$ cat config.mk
export PLATFORM = sky130hd
export DESIGN_NAME = fetch_ctrl_flat
export DESIGN_NICKNAME = d
export VERILOG_FILES = /design/src/rtl/fetch_ctrl_if.sv /design/src/rtl/fetch_ctrl.sv /design/src/flat_wrapper.sv
export SDC_FILE = /design/constraint.sdc
export NUM_CORES = 1
export LEC_CHECK = 0
export BUFFER_PORTS_ARGS = -buffer_cell sky130_fd_sc_hd__buf_4
export CAP_MARGIN = 0
export CORE_MARGIN = 2
export CORE_UTILIZATION = 44
export DETAILED_ROUTE_END_ITERATION = 10
export HOLD_SLACK_MARGIN = 0.15
export PLACE_DENSITY = 0.79
export SYNTH_ARGS = -nofsm -noshare
export SYNTH_HDL_FRONTEND = slang
export SYNTH_SLANG_ARGS = --single-unit
$ cat constraint.sdc
create_clock -name clk -period 2.6 [get_ports clk]
set_clock_uncertainty 0.05 [all_clocks]
set_input_delay 0.52 -clock clk [delete_from_list [all_inputs] [get_ports clk]]
set_output_delay 0.52 -clock clk [all_outputs]
set_load 0.01 [all_outputs]
$ cat src/rtl/fetch_ctrl_if.sv
// Fetch-stage control bus: PC adder/hazard/branch inputs toward fetch_ctrl,
// next-PC and IF/ID control back out.
interface fetch_ctrl_if #(
  parameter int unsigned WIDTH = 32
);
  logic [WIDTH-1:0] initPC;
  logic [WIDTH-1:0] incPC;
  logic             stall;
  logic             imem_ready;
  logic             br_taken;
  logic [WIDTH-1:0] br_target;
  logic             jmp;
  logic [WIDTH-1:0] jmp_target;
  logic [WIDTH-1:0] nextPC;
  logic             pc_we;
  logic             if_valid;
  logic             ifid_flush;
  logic             redirect_pend;

  modport master (
    output initPC, incPC, stall, imem_ready, br_taken, br_target, jmp, jmp_target,
    input  nextPC, pc_we, if_valid, ifid_flush, redirect_pend
  );

  modport slave (
    input  initPC, incPC, stall, imem_ready, br_taken, br_target, jmp, jmp_target,
    output nextPC, pc_we, if_valid, ifid_flush, redirect_pend
  );
endinterface

$ cat src/rtl/fetch_ctrl.sv
// Instruction-fetch sequencer: boot hold, imem wait states, stalls and redirects.
// Define FETCH_DELAY_SLOT_EN to keep the instruction fetched in a redirect cycle.
module fetch_ctrl #(
  parameter int unsigned WIDTH       = 32,
  parameter int unsigned BOOT_CYCLES = 2
) (
  input  logic       clk,
  input  logic       rst,
  fetch_ctrl_if.slave bus
);

  localparam int unsigned CntW = 4;

  typedef enum logic [1:0] {
    BOOT = 2'd0,
    RUN  = 2'd1,
    WAIT = 2'd2
  } state_t;

  state_t            state, stateNext;
  logic [CntW-1:0]   bootCnt, bootCntNext;
  logic              pendV, pendVNext;
  logic [WIDTH-1:0]  pendPC, pendPCNext;

  logic [WIDTH-1:0]  nextPC;
  logic              pcWe;
  logic              ifValid;
  logic              ifidFlush;
  logic              redir;
  logic [WIDTH-1:0]  target;
  logic              advance;

  // State register
  always_ff @(posedge clk) begin
    if (rst) begin
      state   <= BOOT;
      bootCnt <= CntW'(BOOT_CYCLES - 1);
      pendV   <= 1'b0;
      pendPC  <= '0;
    end else begin
      state   <= stateNext;
      bootCnt <= bootCntNext;
      pendV   <= pendVNext;
      pendPC  <= pendPCNext;
    end
  end

  // Next-state, next-PC mux and fetch controls
  always_comb begin
    stateNext   = state;
    bootCntNext = bootCnt;
    pendVNext   = pendV;
    pendPCNext  = pendPC;
    nextPC      = bus.incPC;
    pcWe        = 1'b0;
    ifValid     = 1'b0;
    ifidFlush   = 1'b0;
    redir       = bus.jmp | bus.br_taken;
    target      = bus.jmp ? bus.jmp_target : bus.br_target;
    advance     = 1'b0;

    case (state)
      BOOT: begin
        nextPC    = bus.initPC;
        pcWe      = 1'b1;
        ifidFlush = 1'b1;
        if (bootCnt == '0) stateNext = RUN;
        else               bootCntNext = bootCnt - CntW'(1);
      end
      RUN, WAIT: begin
        advance = bus.imem_ready & ~bus.stall;
        if (advance) begin
          pcWe      = 1'b1;
          pendVNext = 1'b0;
          stateNext = RUN;
          if (redir)      nextPC = target;
          else if (pendV) nextPC = pendPC;
`ifdef FETCH_DELAY_SLOT_EN
          ifValid   = 1'b1;
          ifidFlush = 1'b0;
`else
          // The slot fetched alongside an applied redirect is wrong-path
          ifValid   = ~(redir | pendV);
          ifidFlush = redir | pendV;
`endif
        end else begin
          if (redir) begin
            pendVNext  = 1'b1;
            pendPCNext = target;
          end
          if (state == RUN && !bus.stall) stateNext = WAIT;
        end
      end
      default: stateNext = BOOT;
    endcase
  end

  assign bus.nextPC        = nextPC;
  assign bus.pc_we         = pcWe;
  assign bus.if_valid      = ifValid;
  assign bus.ifid_flush    = ifidFlush;
  assign bus.redirect_pend = pendV;

endmodule

$ cat src/flat_wrapper.sv
// flat-port wrapper written by rule: the top's interface ports become plain ports
module fetch_ctrl_flat 
#(
  parameter int unsigned WIDTH       = 32,
  parameter int unsigned BOOT_CYCLES = 2
)
  (clk, rst, bus_initPC, bus_incPC, bus_stall, bus_imem_ready, bus_br_taken, bus_br_target, bus_jmp, bus_jmp_target, bus_nextPC, bus_pc_we, bus_if_valid, bus_ifid_flush, bus_redirect_pend);
  fetch_ctrl_if #(.WIDTH(WIDTH)) bus_i ();
  input  logic clk;
  input  logic rst;
  input wire logic [$bits(bus_i.initPC)-1:0] bus_initPC;
  input wire logic [$bits(bus_i.incPC)-1:0] bus_incPC;
  input wire logic [$bits(bus_i.stall)-1:0] bus_stall;
  input wire logic [$bits(bus_i.imem_ready)-1:0] bus_imem_ready;
  input wire logic [$bits(bus_i.br_taken)-1:0] bus_br_taken;
  input wire logic [$bits(bus_i.br_target)-1:0] bus_br_target;
  input wire logic [$bits(bus_i.jmp)-1:0] bus_jmp;
  input wire logic [$bits(bus_i.jmp_target)-1:0] bus_jmp_target;
  output wire logic [$bits(bus_i.nextPC)-1:0] bus_nextPC;
  output wire logic [$bits(bus_i.pc_we)-1:0] bus_pc_we;
  output wire logic [$bits(bus_i.if_valid)-1:0] bus_if_valid;
  output wire logic [$bits(bus_i.ifid_flush)-1:0] bus_ifid_flush;
  output wire logic [$bits(bus_i.redirect_pend)-1:0] bus_redirect_pend;
  assign bus_i.initPC = bus_initPC;
  assign bus_i.incPC = bus_incPC;
  assign bus_i.stall = bus_stall;
  assign bus_i.imem_ready = bus_imem_ready;
  assign bus_i.br_taken = bus_br_taken;
  assign bus_i.br_target = bus_br_target;
  assign bus_i.jmp = bus_jmp;
  assign bus_i.jmp_target = bus_jmp_target;
  assign bus_nextPC = bus_i.nextPC;
  assign bus_pc_we = bus_i.pc_we;
  assign bus_if_valid = bus_i.if_valid;
  assign bus_ifid_flush = bus_i.ifid_flush;
  assign bus_redirect_pend = bus_i.redirect_pend;
  fetch_ctrl #(.WIDTH(WIDTH), .BOOT_CYCLES(BOOT_CYCLES)) u_core (.clk(clk), .rst(rst), .bus(bus_i));
endmodule
==> After elaboration in Yosys (flattened, before gate mapping) <==
Cells that the tools add are included.
{ "word_totals": {"word_cells": 43, "output_inout_bits": 36, "input_bits": 134, "reg_bits": 39} }
{ "classes": {"n_addsub": 1, "bitwise": 7, "muxes": 17, "eq_ne": 4, "reduce_logical": 10} }
{ "ops": {"columns": ["cell", "count"], "rows": [
  ["2-to-1 mux 32 bit", 4],
  ["one-hot mux 32 bit (2 select lines)", 1],
  ["2-to-1 mux 1 bit", 6],
  ["2-to-1 mux 2 bit", 3],
  ["AND reduction 2 bit", 3],
  ["zero test 4 bit", 1],
  ["inverter 1 bit", 4],
  ["one-hot mux 1 bit (2 select lines)", 2],
  ["one-hot mux 2 bit (2 select lines)", 1],
  ["subtractor 4 x 1 -> 4 bit (second input constant)", 1],
  ["inequality test 3 x 1 -> 1 bit (second input constant)", 1],
  ["AND reduction 3 bit", 1],
  ["equality test 2 x 1 -> 1 bit (second input constant)", 1],
  ["equality test 2 bit (second input constant)", 1],
  ["zero test 2 bit", 1],
  ["inequality test 2 x 1 -> 1 bit (second input constant)", 1],
  ["OR 1 bit", 2],
  ["nonzero test 2 bit", 1],
  ["OR reduction 2 bit", 1],
  ["bitwise AND 1 bit", 1],
  ["logical AND 1 bit", 1],
  ["zero test 1 bit", 1]
]} }

==> Depth between registers and ports, before layout <==
Gate-level depths: netlist of the first run.
{ "logic_depth": {"depth_word": 5, "depth_mapped": 8, "ltp_nobuf": 6} }

==> Worst setup path after synthesis of the first run <==
OpenSTA, ideal clock, no wires.
{ "synth_timing": {"kind": "reg-to-output", "start": "register u_core.state[0]", "end": "output port bus_nextPC[0]", "n_path_buf": 2, "arrival_time_ps": 1954, "t_required_ps": 2030, "slack_ps": 76, "path_stages_with_launch": 9, "cell_sequence": "dfxtp_1 > inv_1 > ha_1 > nand3b_1 > nor3_1 > or3_1 > buf_4 > buf_6 > a22o_1"} }
{ "synth_between": {"elab_chain_cells": 3, "elab_cells_between_ends": 5, "classes_between": "eq/ne (2); mux (1); reduce/logical (2)"} }
{ "synth_rtl": {"columns": ["item", "line_no", "text"], "rows": [
  ["from (decl)", "fetch_ctrl.sv:20", "state_t state, stateNext;"],
  ["from (signal assigned)", "fetch_ctrl.sv:41", "state <= stateNext;"],
  ["equality test 2 bit or equality test 2 x 1 -> 1 bit (tied branches)", "fetch_ctrl.sv:62", "case (state)"],
  ["OR reduction 2 bit", "fetch_ctrl.sv:62", null],
  ["one-hot mux 32 bit (2 select lines) (*)", "fetch_ctrl.sv:62", null],
  ["to (decl)", "flat_wrapper.sv:19", "output wire logic [$bits(bus_i.nextPC)-1:0] bus_nextPC;"]
]} }
Every way passes the cells marked *; elsewhere a longest branch is shown, timed or not.

==> Worst setup path in the final report of the first run <==
{ "layout_timing": {"start": "register u_core.state[1]", "end": "output port bus_nextPC[6]"} }
The elaborated chain is that of the path after synthesis.

==> impl_metrics.json, run 1 <==
{
  "outcome": "complete, but fails checks",
  "violations_in_the_final_reports": "setup timing",
  "crit_type": "flip-flop to output pin",
  "gr-total-overflow": 0,
  "clock_tree_root_buffer_cell": "clkbuf_8",
  "synthFlopType": "dfxtp_1",
  "die_y_um": 83.63,
  "place.gp.congestion": 0.8672,
  "critPathTopFamily": "simple AND/OR/NAND/NOR gates",
  "synth_area_mm2": 0.002790,
  "tightestPinTransition_ps": 419.2,
  "number_of_synthesized_register_bits": 39,
  "yosys_warning_count": 0,
  "worstPathRequired_ps": 2030,
  "ir_worst_vdd_mv": 0.5234,
  "rsz0062_at_grt": "true",
  "num_vias": 3545,
  "remaining_drc_errors": 0,
  "muxShareOfSynthArea": 0.007175,
  "ys_seq_area_frac": 0.2798,
  "post-route-cell-area_mm2": 0.004471,
  "final_net_count": 646,
  "area_growth_pct": 60.22,
  "globalRouteTotalUtil": 0.2946,
  "placed_standard_cell_area_mm2": 0.004096,
  "synth_fp_nets": 488,
  "initial_core_util": 0.4471,
  "design.portCount": 170,
  "min_path_type": "flip-flop to flip-flop",
  "period_needed_ps": 2686,
  "holdBufCountCts": 0,
  "initial_antenna_violation_count": 0,
  "port_buffers": 169,
  "die_outline_area_mm2": 0.006994,
  "finalSetupViolCount": 32,
  "syn_inst": 349,
  "synthDistinctLibCells": 30,
  "timing_max_transition_violations_final": 0,
  "cts_made_buffers": 5,
  "async_reset_ff_frac": 0,
  "cts_tree": "yes",
  "cellLeakagePower_nw": 2.116,
  "synth_top_family_by_area": "compound AO/OA/AOI/OAI gates",
  "cp_slowest_cell": "or3_4",
  "cp_slowest_stage_delay_ps": 440,
  "timing.max_cap.violations": 0,
  "finalCoreUtilization": 0.7163,
  "synth-edff-count": 0,
  "ant_nets": 0,
  "antenna_cells": 0,
  "die_w_um": 83.63,
  "floorplan.core_area_mm2": 0.006241,
  "place_inst": 568,
  "drtPass1Iterations": 5,
  "maximum_number_of_pins_on_one_net_before_global_route_repair": 40,
  "dp_slack_ps": 89.98,
  "route.detailed.vias_per_inst": 6.060,
  "crit_arrival_ps": 2120,
  "synth-xor-area-share": 0.003139,
  "mean_instance_size_in_the_synthesized_netlist_um2": 7.995,
  "cp.buffers_inverters": 3,
  "clk_pin_slew_worst_paths_ps": 70,
  "finalWirelength_mm": 10.45,
  "worstSetupEndpointType": "output pin",
  "placementRows": 29,
  "synth_fa_ha_area_frac": 0.02242,
  "htree_num_levels": 2,
  "grt_pass1_wl_mm": 16.82,
  "critical_path.max_fanout": 8,
  "first_global_vias": 3534,
  "clk_latency_ps": 290,
  "post-route-period-util": 1.033,
  "post_route_cells_drive_above_1_share": 0.4173,
  "worstPathCellList": "inv_2 -> ha_4 -> nand3b_1 -> nor3_2 -> or3_4 -> buf_12 -> a22o_1 -> buf_6",
  "hold_viol_final": 0,
  "routed_wire_length_per_instance_um": 17.86,
  "finalWorstSetupSlack_ps": -85.65,
  "layoutNonFillerInstCount": 585,
  "totalNegativeSetupSlack_ps": -1955,
  "slew_margin_rel": 0.7206,
  "synth_compound_gate_area_share": 0.4789,
  "clock_buffer_depth": 2,
  "first_iter_violations": 177,
  "cts.sinks": 39,
  "fin_hold_ws_ps": 452.0,
  "area_share_of_and_or_nand_nor_cells_after_synthesis": 0.1314,
  "maxClockFrequency_mhz": 372.3,
  "power_density_mw_per_mm2": 929.5,
  "hpwl_mm": 6.681,
  "cp-start-kind": "flip-flop",
  "p_total_mw": 4.155
}
[where the power goes]
| part | internal (mW) | leakage [nW] | total (mW) | switching, mW |
|---|---|---|---|---|
| combinational | 1.57 | 1.75 | 2.89 | 1.33 |
| clock | 0.242 | 0.0515 | 0.444 | 0.202 |
| sequential | 0.733 | 0.318 | 0.821 | 0.0878 |
[area by class of cell]
cell class	instances	area [um^2]
clock buffers	8	100.1
fillers	496	1770
inverters	7	26.28
multi-input cells	263	1826
flip-flops and latches	39	783.3
well taps	77	96.34
repair buffers	191	1639
[path summary, 6_finish.rpt]
| kind | from | to | slack [ps] | depth (start not counted) |
|---|---|---|---|---|
| max | u_core.state[1] | bus_nextPC[6] | -90 | 8 |
| min | u_core.pendPC[12] | u_core.pendPC[12] | 450 | 2 |
| max reg2reg | u_core.state[1] | u_core.bootCnt[3] | 600 | 7 |
| min reg2reg | u_core.pendPC[12] | u_core.pendPC[12] | 450 | 2 |
[synth_stat cells, types with 2 or more instances]
cell type,instances,area [um^2]
nor3b_1,2,15.01
clkbuf_1,30,112.6
a22oi_1,32,240.2
nand2_1,33,123.9
a221o_1,32,320.3
nor2_1,40,150.1
dfxtp_1,39,780.8
mux2i_1,2,20.02
a22o_1,64,560.5
inv_1,7,26.28
buf_2,4,20.02
ha_1,5,62.56
buf_6,4,45.04
a21oi_1,36,180.2
nand2b_1,2,12.51
nor3_1,3,15.01
[routing by layer]
metal,up-vias,GRT usage,share of wire
li1,1671,-,-
met1,1640,0.3568,0.39
met2,203,0.5062,0.49
met3,31,0.05836,0.083
met4,0,0.1261,0.035
met5,-,0,0
[cell usage in the layout, fill, tap and decap left out, drive strengths merged, types with 2 or more instances in the layout]
cell type / count
nor2: 40
ha: 5
buf: 191
nand2: 33
nand2b: 2
nor3b: 2
mux2i: 2
inv: 7
a22oi: 32
nor3: 3
dfxtp: 39
a21oi: 36
a22o: 64
clkbuf: 8
a221o: 32
[repair_timing]
action                     in CTS  in global routing
pin swaps                      36                  2
setup buffers                   9                  1
gates resized for setup        43                  0
setup endpoints to repair      34                 34
cloned                          3                  0
[logic make-up after synthesis]
group | Yosys count
mux | 2
simple gates | 87
fa+ha+maj | 5
compound gates | 168
flops | 39
buf+inv | 47
xor+xnor | 1
[state kept, by name, indices dropped and copies added (netlist names)]
| register | cells |
|---|---|
| u_core.bootCnt | 4 |
| u_core.state | 2 |
| u_core.bus.redirect_pend | 1 |
| u_core.pendPC | 32 |
[worst register-to-register path: cells and delay by family (launching register included)]
family	cells	cell delay (ps)
adders and majority gates	1	320
and+or+nand+nor	3	860
AOI/OAI and AO/OA	1	60
buffers and inverters	2	310
DFF	1	330
Power figures use the tool's default switching activity.
==> inputs of run 2 (changes only) <==
--- a/config.mk
+++ b/config.mk
@@ -13,2 +13,3 @@
 export HOLD_SLACK_MARGIN = 0.15
+export MAX_ROUTING_LAYER = met4
 export PLACE_DENSITY = 0.79
==> constraint.sdc (replaced) <==
create_clock -name clk -period 2.6 [get_ports clk]
set_clock_uncertainty 0.05 [all_clocks]
set_input_delay 0.13 -clock clk [delete_from_list [all_inputs] [get_ports clk]]
set_output_delay 0.13 -clock clk [all_outputs]
set_load 0.01 [all_outputs]
==> run 2 against run 1 <==
  * The run now ends clean
  * Clock-buffer cell count shrank 3
  * Sequential cell count is the same
  * Core utilization shrank 5.2 points
  * Cell area shrank 7.3%
  * Worst setup slack gained 250 ps
  * Critical endpoint is now bus_nextPC[13]
  * Largest power group unchanged
==> impl_metrics.json, run 2 (same netlist as run 1, synthesis figures left out) <==
{
  "worstPathRequired_ps": 2420,
  "cts_made_buffers": 5,
  "r2r.worst_path.cells": 6,
  "ant_nets": 0,
  "die_y_um": 83.63,
  "grt.met2_usage": 0.4451,
  "worstSetupEndpointType": "output pin",
  "total_switching_power_mw": 1.439,
  "final_net_count": 635,
  "routed_wire_length_per_instance_um": 16.16,
  "layout_top_registers": "u_core.pendPC x32, u_core.bootCnt x4, u_core.state x2",
  "tightestPinTransition_ps": 463.9,
  "slew_margin_rel": 0.6907,
  "placementRows": 29,
  "post-route-period-util": 0.9359,
  "largest_register_ff_count": 32,
  "initial_core_util": 0.4471,
  "antenna_cells": 0,
  "port_buffers": 169,
  "cellInternalPower_mw": 2.089,
  "min_path_type": "input port to flip-flop",
  "most_common_library_cell_in_the_layout_ignoring_fill_and_taps": "buf_4",
  "first_iter_violations": 174,
  "reg2reg_from": "u_core.state[0]",
  "crit_type": "flip-flop to output pin",
  "cp_slowest_cell": "dfxtp_1",
  "die_outline_area_mm2": 0.006994,
  "clock_tree_root_buffer_cell": "clkbuf_8",
  "busiest_layer": "met2",
  "design.portCount": 170,
  "holdBufCountCts": 0,
  "cts_tree": "yes",
  "route.detailed.vias_per_inst": 5.955,
  "registers.top_by_ff_count": "u_core.pendPC",
  "globalRouteTotalUtil": 0.2577,
  "cts_setup_buffers": 0,
  "grt_pass1_wl_mm": 14.79,
  "rsz0062_at_grt": "false",
  "grtUsageMet1": 0.3021,
  "r2r_slack_ps": 580,
  "place_inst": 566,
  "finalSetupViolCount": 0,
  "timing_max_transition_violations_final": 0,
  "cp-start-kind": "flip-flop",
  "maximum_number_of_pins_on_one_net_before_global_route_repair": 40,
  "cts.sinks": 39,
  "whs_path_depth": 4,
  "timing.hold.worst.start": "bus_br_target[28]",
  "clk_latency_ps": 290,
  "first_global_vias": 3264,
  "power_switching_share": 0.4080,
  "globalRouteMet3Util": 0.05143,
  "power_frac_comb": 0.659,
  "hold_end": "u_core.pendPC[28]",
  "cp_slowest_stage_delay_ps": 390,
  "place.gp.congestion": 0.8325,
  "critical_path.max_fanout": 32,
  "cellLeakagePower_nw": 1.990,
  "hold_viol_final": 0,
  "cts_resized": 0,
  "hpwl_mm": 6.396,
  "crit_arrival_ps": 2250,
  "share_clk_of_total_power": 0.110,
  "drtPass1Iterations": 4,
  "clock_buffer_depth": 2,
  "mostFrequentLayoutCells": "buf_4, a22o_1, nor2_1, dfxtp_1, a21oi_1",
  "worstReg2RegEnd": "u_core.bootCnt[3]",
  "floorplan.core_area_mm2": 0.006241,
  "power_frac_seq": 0.231,
  "layoutNonFillerInstCount": 574,
  "timing.max_cap.violations": 0,
  "outcome": "complete, no violations",
  "die_w_um": 83.63,
  "power_density_mw_per_mm2": 851.4,
  "worstPathCellList": "inv_1 -> ha_2 -> nand3b_1 -> nor3_1 -> or3_1 -> buf_6 -> a22o_1 -> buf_4",
  "htree_num_levels": 2,
  "ir_worst_vdd_mv": 0.5437,
  "totalNegativeSetupSlack_ps": 0,
  "remaining_drc_errors": 0,
  "post_route_cells_drive_above_1_share": 0.3924,
  "num_vias": 3418,
  "gr-total-overflow": 0,
  "clk_pin_slew_worst_paths_ps": 80,
  "period_needed_ps": 2433,
  "maxClockFrequency_mhz": 411.0,
  "initial_antenna_violation_count": 0,
  "finalWirelength_mm": 9.274,
  "area_growth_pct": 48.52
}
-- run 2: changes by cell type in the layout (fill, tap and decap cells not counted), sizes merged --
cell	before	now
buf	191	180
clkbuf	8	5
clkinv	0	3
-- run 2: worst max path at each step --
| stage | endpoint | slack, ps | from | cells past startpoint |
|---|---|---|---|---|
| 5_1_grt | bus_nextPC[13] | 70 | u_core.state[0] | 8 |
| 3_3_place_gp | bus_nextPC[13] | 520 | u_core.state[0] | 8 |
| 3_5_place_dp | bus_nextPC[15] | 430 | u_core.state[0] | 8 |
| 6_report | bus_nextPC[13] | 170 | u_core.state[0] | 8 |
| 2_1_floorplan | bus_nextPC[0] | 470 | u_core.state[0] | 8 |
| 4_1_cts | bus_nextPC[13] | 110 | u_core.state[0] | 8 |
-- run 2: critical path, delay by kind of cell, from the launching register on --
kind	cells	cell delay, ps
and+or+nand+nor	3	560
buffers and inverters	3	430
DFF	1	390
adders and majority gates	1	300
AOI/OAI and AO/OA	1	270
-- run 2: metrics by stage --
stage          setup slack (ps)  utilization  hold WS [ps]  total power [mW]  area (um^2)
2_1_floorplan             466.4            -         367.0             2.333         2790
3_3_place_gp              517.4       0.6500         430.9             3.097         4056
3_5_place_dp              429.6       0.6500         436.2             3.132         4056
4_1_cts                   114.4       0.6634         181.0             3.535         4140
5_1_grt                   68.43       0.6640         205.4             3.797         4144
6_report                  166.7       0.6640         185.0             3.528         4144
-- run 2: cell type report --
class	instances	area, um^2
fill	565	2097
multi-input combinational	263	1802
timing repair buffer	180	1355
sequential	39	780.7
tap	77	96.34
clock buffer	5	68.82
inverter	7	26.28
clock inverter	3	15.01
-- run 2: metal layers --
metal | share of wire | up-vias | wire length (um)
met4 | 0.016 | 0 | 146
met5 | 0 | - | 0
met3 | 0.088 | 14 | 818
met2 | 0.49 | 183 | 4501
li1 | - | 1640 | -
met1 | 0.41 | 1581 | 3807
-- run 2: power by group through the flow --
| stage | logic, mW | clock network [mW] | registers [mW] |
|---|---|---|---|
| after floorplan | 1.52 | 0 | 0.810 |
| after global placement | 2.28 | 0 | 0.822 |
| after detailed placement | 2.31 | 0 | 0.824 |
| after CTS | 2.32 | 0.399 | 0.814 |
| after global routing | 2.53 | 0.430 | 0.834 |
| final | 2.32 | 0.387 | 0.817 |
